$ cat config.mk
export PLATFORM = sky130hd
export DESIGN_NAME = pipe_stage_buffer
export DESIGN_NICKNAME = d
export VERILOG_FILES = /design/src/rtl/pipe_stage_buffer.sv
export SDC_FILE = /design/constraint.sdc
export NUM_CORES = 1
export LEC_CHECK = 0
export CORE_AREA = 2 2 221 223
export CTS_CLUSTER_DIAMETER = 100
export DETAILED_ROUTE_END_ITERATION = 7
export DIE_AREA = 0 0 223 225
export PLACE_DENSITY = 0.81
export SETUP_SLACK_MARGIN = 0.4
export SLEW_MARGIN = 5
export SYNTH_ARGS = -nofsm -noshare
export SYNTH_HDL_FRONTEND = slang
export SYNTH_SLANG_ARGS = --single-unit
$ cat constraint.sdc
create_clock -name clk -period 3.22 [get_ports clk]
set_clock_uncertainty 0.1 [all_clocks]
set_input_delay 0.483 -clock clk [delete_from_list [all_inputs] [get_ports clk]]
set_output_delay 0.483 -clock clk [all_outputs]
set_load 0.005 [all_outputs]
$ cat src/rtl/pipe_stage_buffer.sv
// ============================================================================
// Module      : pipe_stage_buffer
// Description : Elastic pipeline-stage register with a 2-entry skid store.
//               It carries opaque control and data bundles between two stages
//               over a valid/ready handshake. It supports flush (bubble
//               insertion) and zeroes the control bundle on every bubble.
// Revision    : 1.0 - initial release
// ============================================================================
`default_nettype none

module pipe_stage_buffer #(
    parameter int CTRL_W = 12,
    parameter int DATA_W = 271
) (
    input  logic              clk,
    input  logic              rst,
    input  logic              in_valid,
    output logic              in_ready,
    input  logic [CTRL_W-1:0] in_ctrl,
    input  logic [DATA_W-1:0] in_data,
    input  logic              flush,
    output logic              out_valid,
    input  logic              out_ready,
    output logic [CTRL_W-1:0] out_ctrl,
    output logic [DATA_W-1:0] out_data,
    output logic [1:0]        occupancy
);

    // The state value is the occupancy. The main entry is valid in ONE and
    // FULL, and the skid entry is valid only in FULL.
    typedef enum logic [1:0] {
        ST_EMPTY = 2'd0,
        ST_ONE   = 2'd1,
        ST_FULL  = 2'd2
    } state_t;

    state_t              r_state;
    state_t              w_state_nxt;
    logic [CTRL_W-1:0]   r_main_ctrl;
    logic [DATA_W-1:0]   r_main_data;
    logic [CTRL_W-1:0]   r_skid_ctrl;
    logic [DATA_W-1:0]   r_skid_data;

    logic                w_main_valid;
    logic                w_in_fire;
    logic                w_out_fire;
    logic                w_load_main_in;
    logic                w_load_main_skid;
    logic                w_load_skid;

    // in_ready depends only on registered state and reset. This keeps any
    // combinational path from out_ready or in_valid out of the handshake.
    assign w_main_valid = (r_state != ST_EMPTY);
    assign in_ready     = rst & (r_state != ST_FULL);
    assign w_in_fire    = in_valid & in_ready;
    assign w_out_fire   = w_main_valid & out_ready;

    assign out_valid = w_main_valid;
    assign out_ctrl  = w_main_valid ? r_main_ctrl : '0;
    assign out_data  = r_main_data;
    assign occupancy = r_state;

    // Next-state and load-enable decode. Flush drops everything, including
    // a bundle presented in the same cycle.
    always_comb begin
        w_state_nxt      = r_state;
        w_load_main_in   = 1'b0;
        w_load_main_skid = 1'b0;
        w_load_skid      = 1'b0;
        if (flush) begin
            w_state_nxt = ST_EMPTY;
        end else begin
            case (r_state)
                ST_EMPTY: begin
                    if (w_in_fire) begin
                        w_state_nxt    = ST_ONE;
                        w_load_main_in = 1'b1;
                    end
                end
                ST_ONE: begin
                    if (w_in_fire && w_out_fire) begin
                        w_load_main_in = 1'b1;
                    end else if (w_in_fire) begin
                        w_state_nxt = ST_FULL;
                        w_load_skid = 1'b1;
                    end else if (w_out_fire) begin
                        w_state_nxt = ST_EMPTY;
                    end
                end
                ST_FULL: begin
                    if (w_out_fire) begin
                        w_state_nxt      = ST_ONE;
                        w_load_main_skid = 1'b1;
                    end
                end
                default: begin
                    w_state_nxt = ST_EMPTY;
                end
            endcase
        end
    end

    // State and bundle storage. Reset clears everything and has priority.
    // Otherwise, payload registers change only when a load is enabled.
    always_ff @(posedge clk) begin
        if (!rst) begin
            r_state     <= ST_EMPTY;
            r_main_ctrl <= '0;
            r_main_data <= '0;
            r_skid_ctrl <= '0;
            r_skid_data <= '0;
        end else begin
            r_state <= w_state_nxt;
            if (w_load_main_in) begin
                r_main_ctrl <= in_ctrl;
                r_main_data <= in_data;
            end else if (w_load_main_skid) begin
                r_main_ctrl <= r_skid_ctrl;
                r_main_data <= r_skid_data;
            end
            if (w_load_skid) begin
                r_skid_ctrl <= in_ctrl;
                r_skid_data <= in_data;
            end
        end
    end

endmodule

`default_nettype wire

# == Word level (Yosys, flattened, before mapping) ==
# Index checks and enable logic that the tools add are counted.
# op_classes
muxes,21
n_reduce_logical,6
n_bitwise,4
n_eq_ne,7
# op_table
op,n
$mux W271,2
$mux W12,3
$mux W2,5
$mux W1,9
$ne A2 B2 Y1 const B,4
$pmux W2 S3,1
$reduce_and A4 Y1,1
$reduce_bool A2 Y1,2
$and A1 B1 Y1,3
$ne A3 B3 Y1 const B,1
$eq A2 B1 Y1 const B,1
$eq A2 B2 Y1 const B,1
$logic_not A2 Y1,1
$pmux W1 S2,1
$reduce_or A2 Y1,1
$logic_and A1 B1 Y1,1
$not A1 Y1,1
# word_totals
wordCells,43
in_bits,288
ff_bits,568

# == Depth between registers and ports, before layout ==
# depth
word_depth,8
depth_mapped,7
depth_no_buf,3

# == Worst setup path before layout ==
# No wires, ideal clock.
# synth_timing
kind,input-to-output
start,input port rst
end,output port in_ready
stages,3
arrival_ns,1.102
required_time_ns,2.637
path_slack_ns,1.535
path_cell_list,buf_2 -> clkbuf_1 -> a21boi_0
# synth_between
elab_chain_cells,1
# synth_lines
item,line,rtl
start: declaration,16,"input logic rst,"
$and A1 B1 Y1,54,assign in_ready = rst & (r_state != ST_FULL);
end: declaration,18,"output logic in_ready,"
# Every way passes these cells.

# == Worst setup path in the final report ==
# layout_timing
start,"register r_state[0], in the netlist occupancy[0]"
end,output port out_ctrl[4]
# layout_between
elab_chain_cells,2
# layout_lines
item,line,rtl
start: declaration,37,state_t r_state;
start signal: assignment,113,r_state <= w_state_nxt;
$reduce_bool A2 Y1,53,assign w_main_valid = (r_state != ST_EMPTY);
$mux W12,59,assign out_ctrl = w_main_valid ? r_main_ctrl : '0;
end: declaration,24,"output logic [CTRL_W-1:0] out_ctrl,"
# Every way passes these cells.

==> impl_metrics.csv <==
group,metric,value,unit
outcome,status,"finished, final reports clean",
timing,max_slew.worst_pin.slew,0.730,ns
drt,top_layer,"met5",
synth,yosysTopAreaCellShare,47.0,%
synth,synth-async-reset-ratio,0,%
synth,net_count_synth,3219,
drt,route.vias.total,24700,
critical_path,critical_path.n_buffers_inverters,2,
drt,vias_per_cell,6.22,
critical_path,reg2reg_setup_slack,1.04,ns
placed_design,place.port_buffers,574,
critical_path,worstSetupPathType,"flop to primary output",
clocking,post_cts_buffers,0,
drt,detail_route.wl_per_cell,20.9,µm
synth,synthesis.area_per_instance,8.25,µm²
critical_path,cp_slowest_stage_delay,0.55,ns
clocking,clk_pin_slew_worst_paths,0.06,ns
power,fin_total_pwr,15.9,mW
critical_path,r2r-start,"occupancy[1]",
synth,synth_seq_area_share,47.0,%
drt,detail_route.drc_violations,0,
timing,final.setup.tns,0,ns
cells_and_area,layout-area-overhead-vs-synth,33.0,%
synth,netlist_top_cells_area,"sky130_fd_sc_hd__dfxtp_1 (47%), sky130_fd_sc_hd__nand2_1 (8.8%), sky130_fd_sc_hd__a21boi_1 (8.8%)",
cells_and_area,final_area,0.0322,mm²
power,cellPowerDensity,494,mW/mm²
global_route,grt_overall_usage,31.3,%
critical_path,critPathCaptureType,"primary output",
floorplanning,floorplan.die.height,225,µm
timing,fin_crit_sh,86.6,%
floorplanning,floorplan.die_area,0.0502,mm²
timing,shortest_clock_period_the_worst_path_allows_after_layout,2.79,ns
global_route,number_of_antenna_violations_at_the_first_check_in_global_routing,17,
synth,post_synth_inst_count,2931,
critical_path,critical_path.startpoint,"occupancy[0]",
drt,detail_route.wirelength,83100,µm
critical_path,count_of_cells_along_the_worst_register_to_register_path,5,
critical_path,worstPathArrival,2.21,ns
drt,ant_nets,0,
critical_path,critical-path-top-delay-family,"buffers and inverters",
synth,postSynthRegisterBits,568,
drt,dr.first_iter.drc_count,2837,
power,power_leakage,10.4,nW
synth,ys.warnings.count,0,
floorplanning,core,0.0475,mm²
drt,met3RoutedLength,7340,µm
worst_hold_path,timing.hold.worst.class,"input pin to flop",
cells_and_area,drive_gt1_share,5.52,%
clocking,htree_num_levels,2,
clocking,clock_latency,0.60,ns
drt,met2WireLength,40100,µm
timing,setup_ws,0.430,ns
global_route,vias_in_the_first_global_route,23300,
floorplanning,row_count,80,
critical_path,critical_path.startpoint_type,"flop",
floorplanning,floorplan.die.width,223,µm
synth,synth_edf_count,0,
clocking,tritoncts_clock_tree,"built",
placed_design,placed_cells_incl_taps,3847,
placed_design,dp_hpwl,52300,µm
clocking,clock_sink_count,568,
placed_design,gp_routability_congestion,0.865,
timing,clock.fmax,0.358,GHz
timing,timing_max_transition_violations_final,0,
placed_design,placed_cell_area,0.0302,mm²
global_route,grt_remaining_overflow,0,
critical_path,timing.critical_path.required,2.64,ns
clocking,root_buffer_master,"sky130_fd_sc_hd__clkbuf_16",
clocking,tritoncts.num_buffers,56,
synth,synthDominantAreaCellType,"sky130_fd_sc_hd__dfxtp_1",
global_route,pin_count_of_the_biggest_net_entering_global_routing,160,
drt,m1WireLength,31700,µm
clocking,holdBufCountCts,0,
critical_path,worst_path_max_delay_cell,"sky130_fd_sc_hd__clkdlybuf4s50_1",
critical_path,worst-path-max-fanout,11,
timing,grt_setup_unrepaired,"false",
critical_path,critPathCapture,"out_ctrl[4]",
global_route,first_pass_grt_wire_length,128000,µm
timing,report.final.hold_viol_count,0,
timing,setup_violations,0,
placed_design,pre_cts_setup_slack,0.430,ns
floorplanning,ios,575,
flow_run,max-cap-violations,0,
timing,slew_margin_rel,51.3,%
synth,synth_cell_types,23,
synth,yosys_most_used_dff,"sky130_fd_sc_hd__dfxtp_1",
synth,synth.top_cells.by_count,"sky130_fd_sc_hd__dfxtp_1 (568), sky130_fd_sc_hd__nand2_1 (568)",
floorplanning,initial_utilization,50.9,%
drt,first_pass_iters,7,
critical_path,crit_chain,"nor2_1, buf_4, nor2b_1, clkdlybuf4s50_1",
critical_path,worst_r2r_endpoint,"out_data[240]",
cells_and_area,finalNetCount,3578,
critical_path,timing.critical_path.depth,4,
cells_and_area,fin_util,67.7,%
clocking,buffers_from_clock_root_to_sink_at_most,3,
cells_and_area,final_cell_count_no_fill,3968,
timing,hold_ws,0.147,ns
synth,netlist_area,0.0242,mm²
power,worst_ir_drop_vdd,0.000391,V
-- cell type report --
cell class	instances	area [µm²]
Clock inverter	19	210
Timing Repair Buffer	650	6800
Fill cell	3675	15400
Inverter	2	7.51
Antenna cell	17	42.5
Sequential cell	568	11400
Tap cell	615	769
Clock buffer	85	1710
Multi-Input combinational cell	2012	11300
-- routing by layer --
layer,track usage [%],vias up
met4,15.8,4
met3,6.69,210
met5,0,-
met1,38.0,11900
met2,52.6,1244
li1,-,11300
-- where the power goes --
group | switching, mW | internal, mW | total, mW
logic | 0.840 | 0.917 | 1.76
clock network | 2.81 | 3.98 | 6.79
registers | 0.123 | 7.23 | 7.35
total | 3.77 | 12.1 | 15.9
-- cells in the final DEF (no fill, tap or decap), types with 2 or more instances in the layout --
cell type                         synthesis  routed
sky130_fd_sc_hd__inv_6                    0       2
sky130_fd_sc_hd__nor2b_1                 13      10
sky130_fd_sc_hd__a31oi_1                283     283
sky130_fd_sc_hd__clkbuf_16                0      57
sky130_fd_sc_hd__nand4bb_4                0       2
sky130_fd_sc_hd__dfxtp_1                568     566
sky130_fd_sc_hd__a21oi_1                  2       2
sky130_fd_sc_hd__nor2b_2                  0       2
sky130_fd_sc_hd__clkdlybuf4s50_1          0     573
sky130_fd_sc_hd__clkbuf_8                 0      18
sky130_fd_sc_hd__inv_1                    2       2
sky130_fd_sc_hd__and4bb_4                 0       2
sky130_fd_sc_hd__buf_4                    9      38
sky130_fd_sc_hd__nand3_1                283     283
sky130_fd_sc_hd__diode_2                  0      17
sky130_fd_sc_hd__clkinvlp_4               0       3
sky130_fd_sc_hd__a21boi_1               283     283
sky130_fd_sc_hd__nand2_1                568     567
sky130_fd_sc_hd__buf_12                   0      38
sky130_fd_sc_hd__clkinv_2                 0      10
sky130_fd_sc_hd__bufinv_16                0       4
sky130_fd_sc_hd__o21ai_0                283     283
sky130_fd_sc_hd__o31ai_1                283     283
sky130_fd_sc_hd__nor2_1                   2       2
sky130_fd_sc_hd__clkbuf_1               125      10
-- tightest hold or removal path, cell delays in order --
cell,delay [ns]
sky130_fd_sc_hd__buf_8,0.17
sky130_fd_sc_hd__o31ai_1,0.09
sky130_fd_sc_hd__a31oi_1,0.04
-- how the worst min path moves through the flow --
stage	start	end	slack, ns	depth (start not counted)
after floorplan	r_skid_data[253]	out_data[253]	0.34	2
after global placement	r_skid_ctrl[7]	r_main_ctrl[7]	0.35	2
after detailed placement	r_skid_data[263]	out_data[263]	0.36	2
after CTS	rst	out_data[260]	0.11	3
after global routing	rst	r_main_ctrl[1]	0.15	3
final	rst	r_main_ctrl[1]	0.15	3
-- flip-flops by register name, summed over array words and instances, names as in the netlist --
| register | cells |
|---|---|
| out_data | 271 |
| r_skid_data | 271 |
| r_main_ctrl | 12 |
| r_skid_ctrl | 12 |
| occupancy | 2 |
-- logic make-up after synthesis --
group,share of synthesized area [%]
multiplexers,0.0414
AO/OA/AOI/OAI,30.9
buffers and inverters,6.70
AND/OR/NAND/NOR,15.4
flip-flops,47.0
-- what timing repair did --
| item | CTS | global route |
|---|---|---|
| endpoints found under the hold margin | 0 | 0 |
| setup endpoints to repair | 11 | 1 |
| resized for setup | 4 | 1 |
No activity file was read; power rests on OpenSTA's default activity.
